==> config.mk <==
export PLATFORM = sky130hd
export DESIGN_NAME = cfgfrm_seq_flat
export DESIGN_NICKNAME = d
export VERILOG_FILES = /design/src/rtl/cfgfrm_pkg.sv /design/src/rtl/cfgfrm_if.sv /design/src/rtl/cfgfrm_buf.sv /design/src/rtl/cfgfrm_seq.sv /design/src/flat_wrapper.sv
export SDC_FILE = /design/constraint.sdc
export NUM_CORES = 1
export LEC_CHECK = 0
export ABC_AREA = 1
export BUFFER_PORTS_ARGS = -buffer_cell sky130_fd_sc_hd__buf_2
export CORE_MARGIN = 2
export CORE_UTILIZATION = 65
export DETAILED_ROUTE_END_ITERATION = 10
export PLACE_DENSITY_LB_ADDON = 0.15
export SLEW_MARGIN = 20
export SYNTH_ARGS = -nofsm -noshare
export SYNTH_HDL_FRONTEND = slang
export SYNTH_SLANG_ARGS = --single-unit
==> constraint.sdc <==
create_clock -name clk_sys -period 3.4 [get_ports clk_sys]
set_clock_uncertainty 0.05 [all_clocks]
set_input_delay 0.68 -clock clk_sys [delete_from_list [all_inputs] [get_ports clk_sys]]
set_output_delay 0.68 -clock clk_sys [all_outputs]
set_load 0.02 [all_outputs]
==> src/rtl/cfgfrm_pkg.sv <==
// Shared constants, state encoding and helpers for the config-frame sequencer.
package cfgfrm_pkg;

  localparam int         PAYLOAD_LEN = 24;
  localparam logic [7:0] FRM_HEAD    = 8'hA5;
  localparam logic [7:0] FRM_TYPE    = 8'h3C;
  localparam int         TMO_CYC     = 1000;

  localparam int PTR_W = $clog2(PAYLOAD_LEN);
  localparam int TMO_W = $clog2(TMO_CYC);

  localparam logic [PTR_W-1:0] PTR_LAST = PTR_W'(PAYLOAD_LEN - 1);
  localparam logic [7:0]       LEN_BYTE = 8'(PAYLOAD_LEN);
  localparam logic [TMO_W-1:0] TMO_LAST = TMO_W'(TMO_CYC - 1);

  // One-hot FSM encoding
  localparam logic [6:0] ST_IDLE   = 7'b000_0001;
  localparam logic [6:0] ST_TYPE   = 7'b000_0010;
  localparam logic [6:0] ST_LEN    = 7'b000_0100;
  localparam logic [6:0] ST_PAYLD  = 7'b000_1000;
  localparam logic [6:0] ST_CSUM   = 7'b001_0000;
  localparam logic [6:0] ST_REPLAY = 7'b010_0000;
  localparam logic [6:0] ST_GAP    = 7'b100_0000;

  // Saturating 8-bit increment for the error counter
  function automatic logic [7:0] sat_inc(input logic [7:0] v);
    return (v == 8'hFF) ? v : v + 8'd1;
  endfunction

endpackage

==> src/rtl/cfgfrm_if.sv <==
// Serial-link byte input and loader-side outputs of the config-frame sequencer.
interface cfgfrm_if;
  logic       slink_rx_vld;
  logic [7:0] slink_rx_data;
  logic       cfg_param_dval;
  logic [7:0] slink_cfg_data;
  logic       cfg_done;
  logic       err_type;
  logic       err_len;
  logic       err_csum;
  logic       err_tmo;
  logic       err_ovr;
  logic [7:0] frm_ok_cnt;
  logic [7:0] frm_err_cnt;

  modport slave (
    input  slink_rx_vld, slink_rx_data,
    output cfg_param_dval, slink_cfg_data, cfg_done,
           err_type, err_len, err_csum, err_tmo, err_ovr,
           frm_ok_cnt, frm_err_cnt
  );

  modport master (
    output slink_rx_vld, slink_rx_data,
    input  cfg_param_dval, slink_cfg_data, cfg_done,
           err_type, err_len, err_csum, err_tmo, err_ovr,
           frm_ok_cnt, frm_err_cnt
  );
endinterface

==> src/rtl/cfgfrm_buf.sv <==
// Payload buffer: PAYLOAD_LEN x 8 registers, one write port, registered read port.
// rdata returns 0 when re is low so it can drive the loader byte directly.
module cfgfrm_buf
  import cfgfrm_pkg::*;
(
  input  logic             clk_sys,
  input  logic             rst_sys_n,
  input  logic             we,
  input  logic [PTR_W-1:0] wr_ptr,
  input  logic [7:0]       wdata,
  input  logic             re,
  input  logic [PTR_W-1:0] rd_ptr,
  output logic [7:0]       rdata
);

  logic [7:0] mem [PAYLOAD_LEN];

  // Storage: contents are only meaningful after a full payload is written
  always_ff @(posedge clk_sys) begin
    if (we) mem[wr_ptr] <= wdata;
  end

  // Registered read, zero outside the replay burst
  always_ff @(posedge clk_sys or negedge rst_sys_n) begin
    if (!rst_sys_n) rdata <= '0;
    else            rdata <= re ? mem[rd_ptr] : '0;
  end

endmodule

==> src/rtl/cfgfrm_seq.sv <==
// Config-frame sequencer: validates A5/type/len/payload/csum frames from the
// serial link and replays verified payloads to the loader as one burst.
module cfgfrm_seq
  import cfgfrm_pkg::*;
(
  input  logic     clk_sys,
  input  logic     rst_sys_n,
  cfgfrm_if.slave  bus
);

  logic [6:0]       st, st_nx;
  logic [PTR_W-1:0] wr_ptr, rd_ptr;
  logic [7:0]       acc;
  logic [TMO_W-1:0] tmo;
  logic             vld;
  logic [7:0]       din;
  logic             timed, tmo_hit, csum_ok, rep_end, re, we;
  logic             e_type, e_len, e_csum, e_ovr, any_err;
  logic             dval_q, done_q, et_q, el_q, ec_q, eto_q, eo_q;
  logic [7:0]       ok_cnt, err_cnt, rdata;

  assign vld     = bus.slink_rx_vld;
  assign din     = bus.slink_rx_data;
  assign timed   = |(st & (ST_TYPE | ST_LEN | ST_PAYLD | ST_CSUM));
  assign tmo_hit = timed && !vld && (tmo == TMO_LAST);
  assign csum_ok = (st == ST_CSUM) && vld && (din == acc);
  // Replay entry leaves rd_ptr at 1, so 0 inside REPLAY means it wrapped
  assign rep_end = (st == ST_REPLAY) && (rd_ptr == '0);
  assign re      = csum_ok || ((st == ST_REPLAY) && !rep_end);
  assign we      = (st == ST_PAYLD) && vld;
  assign any_err = e_type | e_len | e_csum | e_ovr | tmo_hit;

  // Next-state and error-pulse decode
  always_comb begin
    st_nx  = st;
    e_type = 1'b0;
    e_len  = 1'b0;
    e_csum = 1'b0;
    e_ovr  = 1'b0;
    case (st)
      ST_IDLE:   if (vld && din == FRM_HEAD) st_nx = ST_TYPE;
      ST_TYPE:   if (vld) begin
                   if (din == FRM_TYPE) st_nx = ST_LEN;
                   else begin e_type = 1'b1; st_nx = ST_IDLE; end
                 end
      ST_LEN:    if (vld) begin
                   if (din == LEN_BYTE) st_nx = ST_PAYLD;
                   else begin e_len = 1'b1; st_nx = ST_IDLE; end
                 end
      ST_PAYLD:  if (vld && wr_ptr == PTR_LAST) st_nx = ST_CSUM;
      ST_CSUM:   if (vld) begin
                   if (csum_ok) st_nx = ST_REPLAY;
                   else begin e_csum = 1'b1; st_nx = ST_IDLE; end
                 end
      ST_REPLAY: begin
                   e_ovr = vld;
                   if (rep_end) st_nx = ST_GAP;
                 end
      ST_GAP:    begin
                   e_ovr = vld;
                   st_nx = ST_IDLE;
                 end
      default:   st_nx = ST_IDLE;
    endcase
    if (tmo_hit) st_nx = ST_IDLE;
  end

  // FSM, pointers, checksum and inter-byte timeout
  always_ff @(posedge clk_sys or negedge rst_sys_n) begin
    if (!rst_sys_n) begin
      st     <= ST_IDLE;
      wr_ptr <= '0;
      rd_ptr <= '0;
      acc    <= '0;
      tmo    <= '0;
    end else begin
      st <= st_nx;
      if (st_nx == ST_IDLE)  wr_ptr <= '0;
      else if (we)           wr_ptr <= (wr_ptr == PTR_LAST) ? '0 : wr_ptr + 1'b1;
      if (re)                rd_ptr <= (rd_ptr == PTR_LAST) ? '0 : rd_ptr + 1'b1;
      if (vld) begin
        case (st)
          ST_TYPE:           acc <= din;
          ST_LEN, ST_PAYLD:  acc <= acc + din;
          default:           ;
        endcase
      end
      if (!timed || vld || tmo_hit || st_nx != st) tmo <= '0;
      else                                         tmo <= tmo + 1'b1;
    end
  end

  // Registered status outputs and frame counters
  always_ff @(posedge clk_sys or negedge rst_sys_n) begin
    if (!rst_sys_n) begin
      dval_q  <= 1'b0;
      done_q  <= 1'b0;
      et_q    <= 1'b0;
      el_q    <= 1'b0;
      ec_q    <= 1'b0;
      eto_q   <= 1'b0;
      eo_q    <= 1'b0;
      ok_cnt  <= '0;
      err_cnt <= '0;
    end else begin
      dval_q <= re;
      done_q <= rep_end;
      et_q   <= e_type;
      el_q   <= e_len;
      ec_q   <= e_csum;
      eto_q  <= tmo_hit;
      eo_q   <= e_ovr;
      if (rep_end) ok_cnt  <= ok_cnt + 8'd1;
      if (any_err) err_cnt <= sat_inc(err_cnt);
    end
  end

  cfgfrm_buf u_buf (
    .clk_sys   (clk_sys),
    .rst_sys_n (rst_sys_n),
    .we        (we),
    .wr_ptr    (wr_ptr),
    .wdata     (din),
    .re        (re),
    .rd_ptr    (rd_ptr),
    .rdata     (rdata)
  );

  assign bus.cfg_param_dval = dval_q;
  assign bus.slink_cfg_data = rdata;
  assign bus.cfg_done       = done_q;
  assign bus.err_type       = et_q;
  assign bus.err_len        = el_q;
  assign bus.err_csum       = ec_q;
  assign bus.err_tmo        = eto_q;
  assign bus.err_ovr        = eo_q;
  assign bus.frm_ok_cnt     = ok_cnt;
  assign bus.frm_err_cnt    = err_cnt;

endmodule

==> src/flat_wrapper.sv <==
// flat-port wrapper written by rule: the top's interface ports become plain ports
module cfgfrm_seq_flat import cfgfrm_pkg::*;
  (clk_sys, rst_sys_n, bus_slink_rx_vld, bus_slink_rx_data, bus_cfg_param_dval, bus_slink_cfg_data, bus_cfg_done, bus_err_type, bus_err_len, bus_err_csum, bus_err_tmo, bus_err_ovr, bus_frm_ok_cnt, bus_frm_err_cnt);
  cfgfrm_if bus_i ();
  input  logic clk_sys;
  input  logic rst_sys_n;
  input wire logic [$bits(bus_i.slink_rx_vld)-1:0] bus_slink_rx_vld;
  input wire logic [$bits(bus_i.slink_rx_data)-1:0] bus_slink_rx_data;
  output wire logic [$bits(bus_i.cfg_param_dval)-1:0] bus_cfg_param_dval;
  output wire logic [$bits(bus_i.slink_cfg_data)-1:0] bus_slink_cfg_data;
  output wire logic [$bits(bus_i.cfg_done)-1:0] bus_cfg_done;
  output wire logic [$bits(bus_i.err_type)-1:0] bus_err_type;
  output wire logic [$bits(bus_i.err_len)-1:0] bus_err_len;
  output wire logic [$bits(bus_i.err_csum)-1:0] bus_err_csum;
  output wire logic [$bits(bus_i.err_tmo)-1:0] bus_err_tmo;
  output wire logic [$bits(bus_i.err_ovr)-1:0] bus_err_ovr;
  output wire logic [$bits(bus_i.frm_ok_cnt)-1:0] bus_frm_ok_cnt;
  output wire logic [$bits(bus_i.frm_err_cnt)-1:0] bus_frm_err_cnt;
  assign bus_i.slink_rx_vld = bus_slink_rx_vld;
  assign bus_i.slink_rx_data = bus_slink_rx_data;
  assign bus_cfg_param_dval = bus_i.cfg_param_dval;
  assign bus_slink_cfg_data = bus_i.slink_cfg_data;
  assign bus_cfg_done = bus_i.cfg_done;
  assign bus_err_type = bus_i.err_type;
  assign bus_err_len = bus_i.err_len;
  assign bus_err_csum = bus_i.err_csum;
  assign bus_err_tmo = bus_i.err_tmo;
  assign bus_err_ovr = bus_i.err_ovr;
  assign bus_frm_ok_cnt = bus_i.frm_ok_cnt;
  assign bus_frm_err_cnt = bus_i.frm_err_cnt;
  cfgfrm_seq u_core (.clk_sys(clk_sys), .rst_sys_n(rst_sys_n), .bus(bus_i));
endmodule
; ---- Word-level counts from Yosys, hierarchy flattened
; Memory sizes are Yosys's and may differ from the RTL's.
; Cells that the tools add are included.
[totals]
elab_cells = 98
out_inout_bits = 31
in_bits = 11
memories = 1
ram_bits = 192
reg_bits = 66
[classes]
n_addsub = 6
n_bitwise = 5
muxes = 30
n_reduce_logical = 24
n_eq_ne = 17
[mem_list]
columns = memory, words, word_bits, rd, rd_clocked_by_memory_dff, wr, line
row1 = u_core.u_buf.mem, 24, 8, 1, 0, 1, cfgfrm_buf.sv:16  ; logic [7:0] mem [PAYLOAD_LEN];
[ops]
columns = operator, n
row1 = $mux 7, 7
row2 = $pmux 7 s6, 1
row3 = $mux 5, 4
row4 = $add 8x1->8 const B, 2
row5 = $eq 8x8->1 const B, 2
row6 = $pmux 8 s2, 1
row7 = $eq 7x1->1 const B, 2
row8 = $mux 1, 12
row9 = $add 10x1->10 const B, 1
row10 = $add 5x1->5 const B, 2
row11 = $eq 10x10->1 const B, 1
row12 = $eq 5x5->1 const B, 2
row13 = $mux 10, 1
row14 = $logic_and 1x1->1, 9
row15 = $add 8x8->8, 1
row16 = $eq 8x5->1 const B, 1
row17 = $eq 8x6->1 const B, 1
row18 = $eq 8x8->1, 1
row19 = $mux 8, 1
row20 = $eq 7x2->1 const B, 1
row21 = $eq 7x3->1 const B, 1
row22 = $eq 7x4->1 const B, 1
row23 = $eq 7x5->1 const B, 1
row24 = $eq 7x6->1 const B, 1
row25 = other kinds (14), 25

; ---- Longest topological paths before layout
; Gate-level depths: netlist of the first run.
[depth]
word_depth = 10
mapped_depth = 14
depth_no_buf = 13

; ---- Hierarchy
; A second synthesis of the first run with hierarchy kept.
[unflattened]
cells_unflattened = 1204
hier_area_um2 = 11872.6
[modules_own_cells]
columns = module, cells_per_inst, seq_area_each_um2, area_each_um2, n_inst
row1 = cfgfrm_buf, 763, 5965.7, 8410.6, 1
row2 = cfgfrm_seq, 441, 1452.6, 3462.1, 1

; ---- Worst setup path before layout of the first run
; Ideal clock, no wire load.
[synth_timing]
path_kind = register -> register
startpoint = reg u_core.rd_ptr[1]
endpoint = reg u_core.tmo[4]
setup_ns = 0.121
arrival_ns = 2.059
stages_incl_launch_ff = 15
synth_period_minus_slack_ns = 2.230
required_ns = 3.229
setup_slack_ns = 1.170
path_buffers = 3
cell_sequence = dfrtp_1 buf_2 inv_1 buf_2 buf_1 ha_1 nand2_1 nor2_1 nor3_1 nor2_1 inv_2 nor2_1 nor2_2 nand3_4 nor2_1
[synth_between]
elab_chain_cells = 8
[synth_lines]
columns = element, line
row1 = from (decl), cfgfrm_seq.sv:12  ; logic [PTR_W-1:0] wr_ptr, rd_ptr;
row2 = from (signal assigned), cfgfrm_seq.sv:80  ; if (re) rd_ptr <= (rd_ptr == PTR_LAST) ? '0 : rd_ptr + 1'b1;
row3 = $logic_not 5->1, cfgfrm_seq.sv:28  ; assign rep_end = (st == ST_REPLAY) && (rd_ptr == '0);
row4 = $logic_and 1x1->1, cfgfrm_seq.sv:28
row5 = $mux 7, cfgfrm_seq.sv:57  ; if (rep_end) st_nx = ST_GAP;
row6 = $pmux 7 s6, cfgfrm_seq.sv:40  ; case (st)
row7 = $mux 7, cfgfrm_seq.sv:65  ; if (tmo_hit) st_nx = ST_IDLE;
row8 = $ne 7x7->1, cfgfrm_seq.sv:88  ; if (!timed || vld || tmo_hit || st_nx != st) tmo <= '0;
row9 = $logic_or 1x1->1, cfgfrm_seq.sv:88
row10 = $mux 10, cfgfrm_seq.sv:88
row11 = to (signal assigned), cfgfrm_seq.sv:89  ; else tmo <= tmo + 1'b1;
row12 = to (decl), cfgfrm_seq.sv:14  ; logic [TMO_W-1:0] tmo;
; No other way between the ends.
; A chain may end at the register's enable or synchronous reset.

; ---- Worst setup path in the final report of the first run
[layout_timing]
startpoint = reg u_core.st[1]
endpoint = mem u_core.u_buf.mem[4][1], enable pin
[layout_between]
elab_chain_cells = 4
[layout_lines]
columns = element, line
row1 = from (decl), cfgfrm_seq.sv:11  ; logic [6:0] st, st_nx;
row2 = from (signal assigned), cfgfrm_seq.sv:77  ; st <= st_nx;
row3 = $eq 7x4->1, cfgfrm_seq.sv:30  ; assign we = (st == ST_PAYLD) && vld;
row4 = $logic_and 1x1->1, cfgfrm_seq.sv:30
row5 = $mux 1, cfgfrm_buf.sv:20  ; if (we) mem[wr_ptr] <= wdata;
row6 = $mux 1 (not written as such), cfgfrm_buf.sv:20
row7 = to (decl), cfgfrm_buf.sv:16
; No other way between the ends.

==> results of run 1 <==
==> critical path: cells and delay by family, from the launching register on <==
| kind | cells | cell delay [ns] |
|---|---|---|
| and+or+nand+nor | 6 | 1.51 |
| DFF | 1 | 0.47 |
| buffers and inverters | 1 | 0.11 |
==> cell families after synthesis <==
family,share of synthesized area
flip-flops,0.659
AO/OA/AOI/OAI,0.106
XOR/XNOR,0.0163
buffers and inverters,0.0400
AND/OR/NAND/NOR,0.159
adder cells (fa/ha/maj),0.0196
==> worst min-delay path by stage <==
stage                              from                         to  slack [ns]  cells after the start
5_1_grt                       rst_sys_n  u_core.bus.frm_err_cnt[1]        0.39                      2
3_3_place_gp   u_core.bus.frm_ok_cnt[7]   u_core.bus.frm_ok_cnt[7]        0.41                      1
6_report                      rst_sys_n  u_core.bus.frm_err_cnt[2]        0.27                      2
2_1_floorplan                 rst_sys_n              u_core.acc[0]        0.33                      0
4_1_cts                       rst_sys_n  u_core.bus.frm_err_cnt[2]        0.33                      2
3_5_place_dp   u_core.bus.frm_ok_cnt[7]   u_core.bus.frm_ok_cnt[7]        0.42                      1
==> metal layers <==
metal	vias to the layer above	GRT usage	routed length [µm]
met1	3829	0.411	10600
li1	3689	-	-
met2	330	0.453	12100
met4	0	0.115	911
met5	-	0	0
met3	68	0.0434	2040
==> stage by stage <==
step                hold WS, ns  instance area [µm²]  power, mW  instances  worst slack, ns
floorplan                 0.334                11300       3.58       1027             1.17
global route              0.395                12500       6.39       1322            0.703
detailed placement        0.424                11800       3.69       1278            0.665
finish                    0.270                12500       6.23       1322            0.880
CTS                       0.331                12500       6.25       1322            0.935
global placement          0.408                11800       3.68       1278            0.719
==> layout make-up <==
class                   count  share of cell area
flip-flops and latches    258               0.592
multi-input cells         657               0.271
clock buffers              34              0.0550
repair buffers             66              0.0323
well taps                 225              0.0225
inverters                  72              0.0218
clock inverters            10             0.00609
==> power by group <==
part	internal (mW)	switching [mW]	total, mW
clock	1.49	1.11	2.60
sequential	3.40	0.0116	3.41
combinational	0.0606	0.151	0.211
total	4.95	1.27	6.23
==> state kept, by name, indices dropped and copies added, names as in the netlist, 5 cells and up <==
name,cells
u_core.acc,8
u_core.bus.frm_err_cnt,8
u_core.bus.frm_ok_cnt,8
u_core.rd_ptr,5
u_core.st,7
u_core.tmo,10
u_core.u_buf.mem,192
u_core.u_buf.rdata,8
u_core.wr_ptr,5
==> cell usage after synthesis, types with 2 or more instances <==
| master | number |
|---|---|
| nor4_1 | 2 |
| nand3_1 | 30 |
| o21ai_0 | 20 |
| buf_1 | 3 |
| xnor2_1 | 12 |
| inv_2 | 6 |
| nor2_1 | 107 |
| a32o_1 | 10 |
| ha_1 | 16 |
| nor2_4 | 2 |
| buf_2 | 19 |
| nor3_1 | 9 |
| a22o_1 | 8 |
| xor2_1 | 9 |
| o21ai_1 | 5 |
| o311ai_0 | 3 |
| a22oi_1 | 21 |
| o21bai_1 | 2 |
| clkbuf_1 | 17 |
| a211oi_1 | 3 |
| nand3_2 | 2 |
| a31oi_1 | 3 |
| nand2_2 | 5 |
| and3_1 | 2 |
| o31ai_1 | 7 |
| edfxtp_1 | 192 |
| a21oi_1 | 94 |
| nor2_2 | 8 |
| inv_1 | 65 |
| o22ai_1 | 5 |
| or2_2 | 2 |
| o211ai_1 | 6 |
| dfrtp_1 | 65 |
| a32oi_1 | 5 |
| nand2_1 | 241 |
| nand4_1 | 10 |
==> metrics.log, run 1 <==
[metrics] share of the yosys chip area belonging to registers: 0.659
[metrics] HPWL Detailed: 16000 µm
[metrics] die extent in x: 136 µm
[metrics] flip-flop cell with the highest count after synthesis: edfxtp_1
[metrics] setup violators final: 0
[metrics] final hold violations: 0
[metrics] via/cell ratio: 5.99
[metrics] CTS sink cnt: between 200 and 300
[metrics] max capacitance violation total: 0
[metrics] clock latency reported for the late side of the worst-skew pair: 0.52 ns
[metrics] Post-synth EDFFs: around 190
[metrics] cell count after synthesis: between 1000 and 1500
[metrics] commonest non-fill, non-tap cell in the layout: nand2_1
[metrics] effective utilization at floorplan: 0.658
[metrics] pin count of the biggest net entering global routing: just under 100
[metrics] Initial DRC Count: 833
[metrics] post-CTS setup buffer count: 0
[metrics] via count of the first global-routing pass: approximately 7600
[metrics] RD Place Congestion: about 0.90
[metrics] reg-to-reg slack, setup: 0.88 ns
[metrics] die outline area: approximately 18000 µm²
[metrics] Static Leak: slightly above 5 nW
[metrics] Critical Path End: u_core.u_buf.mem[4][1]
[metrics] number of nets in the final layout: roughly 1100
[metrics] required time at the worst-slack endpoint: 3.49 ns
[metrics] count of input and output buffers: 41
[metrics] slowest cell delay on critical path: 0.76 ns
[metrics] antenna violations before repair: 0
[metrics] startpoint class of the critical path: register
[metrics] startpoint-to-endpoint class of the critical path: register to register
[metrics] die span in y: between 100 and 150 µm
[metrics] worst setup path startpoint: u_core.st[1]
[metrics] cell type with the largest total area after synthesis: edfxtp_1
[metrics] FF+latch area: 7420 µm²
[metrics] synthesized cell area: 11300 µm²
[metrics] number of library cell types mapped by synthesis: 47
[metrics] area share of the leading cell type in the synthesized netlist: 0.512
[metrics] signal arrival time at the worst endpoint: approximately 2.6 ns
[metrics] Worst Reg-to-Reg Cells: 7
[metrics] mean instance size in the synthesized netlist: around 11 µm²
[metrics] filler cell count in the final layout: 1163
[metrics] maximum VDD drop: ~430 µV
[metrics] element type at the critical path end: register
[metrics] core outline area: about 17000 µm²
[metrics] TNS Setup: 0 ns
[metrics] f_max: 0.397 GHz
[metrics] critical path cell sequence: nor2_2 -> nand3_2 -> nor2_4 -> nand2_4 -> inv_1 -> nand2_1 -> nor2_1
[metrics] Final period util: 0.741
[metrics] CTS hold repair buffers: 0
[metrics] fraction of final layout cells with drive strength greater than 1: 0.124
[metrics] yosys warns: 0
[metrics] final critical-path required period: around 2.5 ns
[metrics] area delta synth->final: 11.3%
[metrics] Crit-path slowest cell: nor2_1
[metrics] global router's overall resource usage: 0.288
[metrics] Site Rows: 48
[metrics] status: completed
[metrics] number of remaining DRC errors: 0
[metrics] I/O pin cnt: 42
[metrics] Antenna diodes: 0
[metrics] remaining max-slew budget at the tightest pin: 0.388
[metrics] total CTS buffers: 25
[metrics] number of storage elements in the synthesis netlist: between 200 and 300
[metrics] post-CTS clock slew at the launch and capture registers of the worst setup and hold paths: roughly 0.06 ns
[metrics] via count: 7916
[metrics] number of resized instances in the post-cts repair step: 0
[metrics] total wire length after detailed routing: 25700 µm
[metrics] clock tree from TritonCTS: built
[metrics] destination of the worst register-to-register timing path: u_core.u_buf.mem[4][1]
[metrics] Bufs on Longest Clock Path: 3
[metrics] # H-tree levels: 1
[metrics] Final Core Density: 0.732
[metrics] first-pass GRT wire length: ~40000 µm
[metrics] share of flip-flops with an asynchronous set or reset: 0.256
[metrics] launching point of the worst reg2reg path: u_core.st[1]
[metrics] Remaining Overflow, GRT: 0
[metrics] Worst Path Max Fanout: 8
[metrics] Hold Crit Class: input pin to asynchronous set/reset pin
[metrics] power per cell area: slightly below 500 nW/µm²
[metrics] measured slew at the worst slew-check pin: between 0.9 and 1 ns
[metrics] WL per Instance: slightly below 20 µm
[metrics] clock root buffer: clkbuf_16
[metrics] max-slew violation count: 0
[metrics] cell types occupying the most area after synthesis: edfxtp_1 (51%), dfrtp_1 (14%), nand2_1 (8.0%)
[metrics] Synth Net Count: roughly 1100
[metrics] ANT nets after route: 0
[metrics] RSZ-0062 raised after global routing: false
[metrics] Detailed Routing Iterations Pass 1: 5
[metrics] commonest non-fill, non-tap cells in the layout: nand2_1 (241), edfxtp_1 (192), nor2_1 (107), a21oi_1 (94)
[metrics] area of the multi-input gates: ~3400 µm²
Power figures use the tool's default switching activity.
==> run 2: changes to the inputs <==
--- a/config.mk
+++ b/config.mk
@@ -8,7 +8,7 @@
 export ABC_AREA = 1
 export BUFFER_PORTS_ARGS = -buffer_cell sky130_fd_sc_hd__buf_2
 export CORE_MARGIN = 2
-export CORE_UTILIZATION = 65
+export CORE_UTILIZATION = 56
 export DETAILED_ROUTE_END_ITERATION = 10
 export PLACE_DENSITY_LB_ADDON = 0.15
 export SLEW_MARGIN = 20
==> constraint.sdc (replaced) <==
create_clock -name clk_sys -period 2.1 [get_ports clk_sys]
set_clock_uncertainty 0.05 [all_clocks]
set_input_delay 0.42 -clock clk_sys [delete_from_list [all_inputs] [get_ports clk_sys]]
set_output_delay 0.42 -clock clk_sys [all_outputs]
set_load 0.02 [all_outputs]
==> run 2 against run 1 <==
  * Critical path depth grew 3
  * Utilization shrank 4.8 points
  * Worst hold slack lost 0.067 ns
  * Die area grew 16%
  * Total power grew 66%
  * Register-to-register slack lost 0.78 ns
  * Flip-flop and latch count is the same
  * Via count grew 0.56%
  * Sequential power grew 62%
  * Sequential share of layout area shrank 3.8 points
  * Largest power group unchanged
==> metrics.log, run 2 (same netlist as run 1, synthesis figures left out) <==
[metrics] status: completed
[metrics] setup violators final: 0
[metrics] final critical-path required period: 2.00 ns
[metrics] post-CTS clock slew at the launch and capture registers of the worst setup and hold paths: roughly 0.070 ns
[metrics] final standard cell count with taps included and fillers excluded: between 1000 and 1500
[metrics] Site Rows: 51
[metrics] part of the total power dissipated in the clock network: 0.420
[metrics] destination of the worst register-to-register timing path: u_core.tmo[3]
[metrics] Final period util: 0.951
[metrics] clock tree from TritonCTS: built
[metrics] critical path cell sequence: ha_4 -> nor3_2 -> nand3_2 -> nand2_1 -> nand3_2 -> o21ai_1 -> nand2_1 -> nor2_4 -> nand3_2 -> nor2_1
[metrics] area delta synth->final: 19.0%
[metrics] switching part of the total power: 0.211
[metrics] Crit-path slowest cell: dfrtp_1
[metrics] pin count of the biggest net entering global routing: a little under 70
[metrics] Antenna diodes: 0
[metrics] WL per Instance: 18.3 µm
[metrics] fraction of final layout cells with drive strength greater than 1: 0.202
[metrics] total power consumption of the routed design: 10.3 mW
[metrics] final hold violations: 0
[metrics] Comb power frac: 0.043
[metrics] Static Leak: around 5.5 nW
[metrics] registers with the most flip-flops: u_core.u_buf.mem x192, u_core.tmo x10
[metrics] startpoint class of the critical path: register
[metrics] # H-tree levels: 1
[metrics] Bufs on Longest Clock Path: 3
[metrics] Remaining Overflow, GRT: 0
[metrics] number of nets in the final layout: 1175
[metrics] via count of the first global-routing pass: slightly below 8000
[metrics] max-slew violation count: 0
[metrics] category of cells accounting for the largest share of critical-path delay: simple AND/OR/NAND/NOR gates
[metrics] PnR worst setup slack: between 0.1 and 0.15 ns
[metrics] effective utilization at floorplan: 0.575
[metrics] die span in y: approximately 150 µm
[metrics] Hold Crit Class: input pin to register
[metrics] reg-to-reg slack, setup: between 0.1 and 0.15 ns
[metrics] Worst Reg-to-Reg Cells: 10
[metrics] required time at the worst-slack endpoint: between 2 and 3 ns
[metrics] hold path startpoint: bus_slink_rx_data[1]
[metrics] Initial DRC Count: slightly below 600
[metrics] element type at the critical path end: register
[metrics] commonest non-fill, non-tap cell in the layout: nand2_1
[metrics] DP Cell Count: ~1400
[metrics] Switching Power: roughly 2.2 mW
[metrics] die extent in x: 146 µm
[metrics] FF+latch area: 7420 µm²
[metrics] clock latency reported for the late side of the worst-skew pair: about 0.53 ns
[metrics] total wire length after detailed routing: ~26000 µm
[metrics] RD Place Congestion: a little under 0.9
[metrics] WHS Endpoint: u_core.u_buf.mem[14][1]
[metrics] filler cell count in the final layout: roughly 1500
[metrics] startpoint-to-endpoint class of the critical path: register to register
[metrics] slowest cell delay on critical path: between 0.4 and 0.5 ns
[metrics] area of the multi-input gates: roughly 3600 µm²
[metrics] remaining max-slew budget at the tightest pin: 0.683
[metrics] CTS sink cnt: roughly 260
[metrics] max FFs per register: 192
[metrics] cell internal power dissipation: just over 8 mW
[metrics] total CTS buffers: 26
[metrics] HPWL Detailed: about 17000 µm
[metrics] first-pass GRT wire length: approximately 42000 µm
[metrics] f_max: ~0.5 GHz
[metrics] sequential power share: 0.536
[metrics] cell type with the highest occurrence count on the critical path: nand3_2
[metrics] Cells on Worst Hold Path: 1
[metrics] Detailed Routing Iterations Pass 1: 5
[metrics] ANT nets after route: 0
[metrics] worst path bufs/invs: 0
[metrics] core outline area: 19600 µm²
[metrics] I/O pin cnt: 42
[metrics] global router's overall resource usage: 0.249
[metrics] number of remaining DRC errors: 0
[metrics] Worst Path Max Fanout: 5
[metrics] power per cell area: 770 nW/µm²
[metrics] die outline area: about 21000 µm²
[metrics] launching point of the worst reg2reg path: u_core.acc[6]
[metrics] measured slew at the worst slew-check pin: 0.473 ns
[metrics] Most flops, register: u_core.u_buf.mem
[metrics] maximum VDD drop: about 560 µV
[metrics] commonest non-fill, non-tap cells in the layout: nand2_1 (237), edfxtp_1 (192), a21oi_1 (94), nor2_1 (93), buf_4 (83)
[metrics] antenna violations before repair: 0
[metrics] via/cell ratio: 5.56
[metrics] RSZ-0062 raised after global routing: true
[metrics] max capacitance violation total: 0
[metrics] dpl ws: -0.141 ns
[metrics] signal arrival time at the worst endpoint: ~2.4 ns
[metrics] via count: about 8000
[metrics] count of input and output buffers: 41
[metrics] worst-case hold slack: 0.203 ns
[metrics] clock root buffer: clkbuf_16
-- run 2: changes by cell type in the layout (fill, tap and decap cells not counted), sizes merged --
cell and delta:
buf +64, dlygate4sd3 +1, clkinv -1, clkinvlp +5, nand3 +1, inv -1, clkbuf +2, bufinv -1
-- run 2: routing by layer --
layer,GRT usage,wire (µm)
met4,0.0892,720
met1,0.349,11100
met2,0.401,12700
met3,0.0382,1720
met5,0,0
-- run 2: area by class of cell --
| class | instances | area share |
|---|---|---|
| flip-flops and latches | 258 | 0.554 |
| multi-input cells | 658 | 0.269 |
| repair buffers | 131 | 0.0715 |
| clock buffers | 36 | 0.0552 |
| well taps | 265 | 0.0247 |
| inverters | 72 | 0.0204 |
| clock inverters | 12 | 0.00495 |
-- run 2: stage by stage --
step | util | setup TNS (ns) | area (µm²)
after floorplan | - | 0 | 11300
final | 0.684 | 0 | 13400
after CTS | 0.672 | 0 | 13200
after global routing | 0.684 | -0.105 | 13400
after detailed placement | 0.631 | -2.52 | 12400
after global placement | 0.631 | -1.59 | 12400
-- run 2: power by group through the flow --
stage,clock [mW],combinational [mW],sequential [mW]
final,4.34,0.444,5.53
after global routing,4.59,0.500,5.53
after CTS,4.39,0.409,5.53
after detailed placement,0,0.405,5.63
after global placement,0,0.399,5.63
after floorplan,0,0.172,5.63
-- run 2: worst max-delay path by stage --
| stage | start | end | slack, ns | cells past startpoint |
|---|---|---|---|---|
| CTS | u_core.rd_ptr[0] | u_core.bus.frm_ok_cnt[6] | 0.05 | 8 |
| global placement | bus_slink_rx_data[0] | u_core.acc[6] | -0.1 | 13 |
| floorplan | u_core.rd_ptr[0] | u_core.tmo[4] | 0.008 | 14 |
| global route | u_core.st[6] | u_core.tmo[2] | -0.03 | 12 |
| finish | u_core.acc[6] | u_core.tmo[3] | 0.10 | 10 |
| detailed placement | bus_slink_rx_data[1] | u_core.tmo[6] | -0.14 | 13 |
-- run 2: repair_timing --
item                                    4_1_cts  5_1_grt
resized for setup                             0       42
endpoints found under the setup margin        0      184
hold endpoints to repair                     65        0
buffers inserted                              0        2
hold buffers                                  1        0
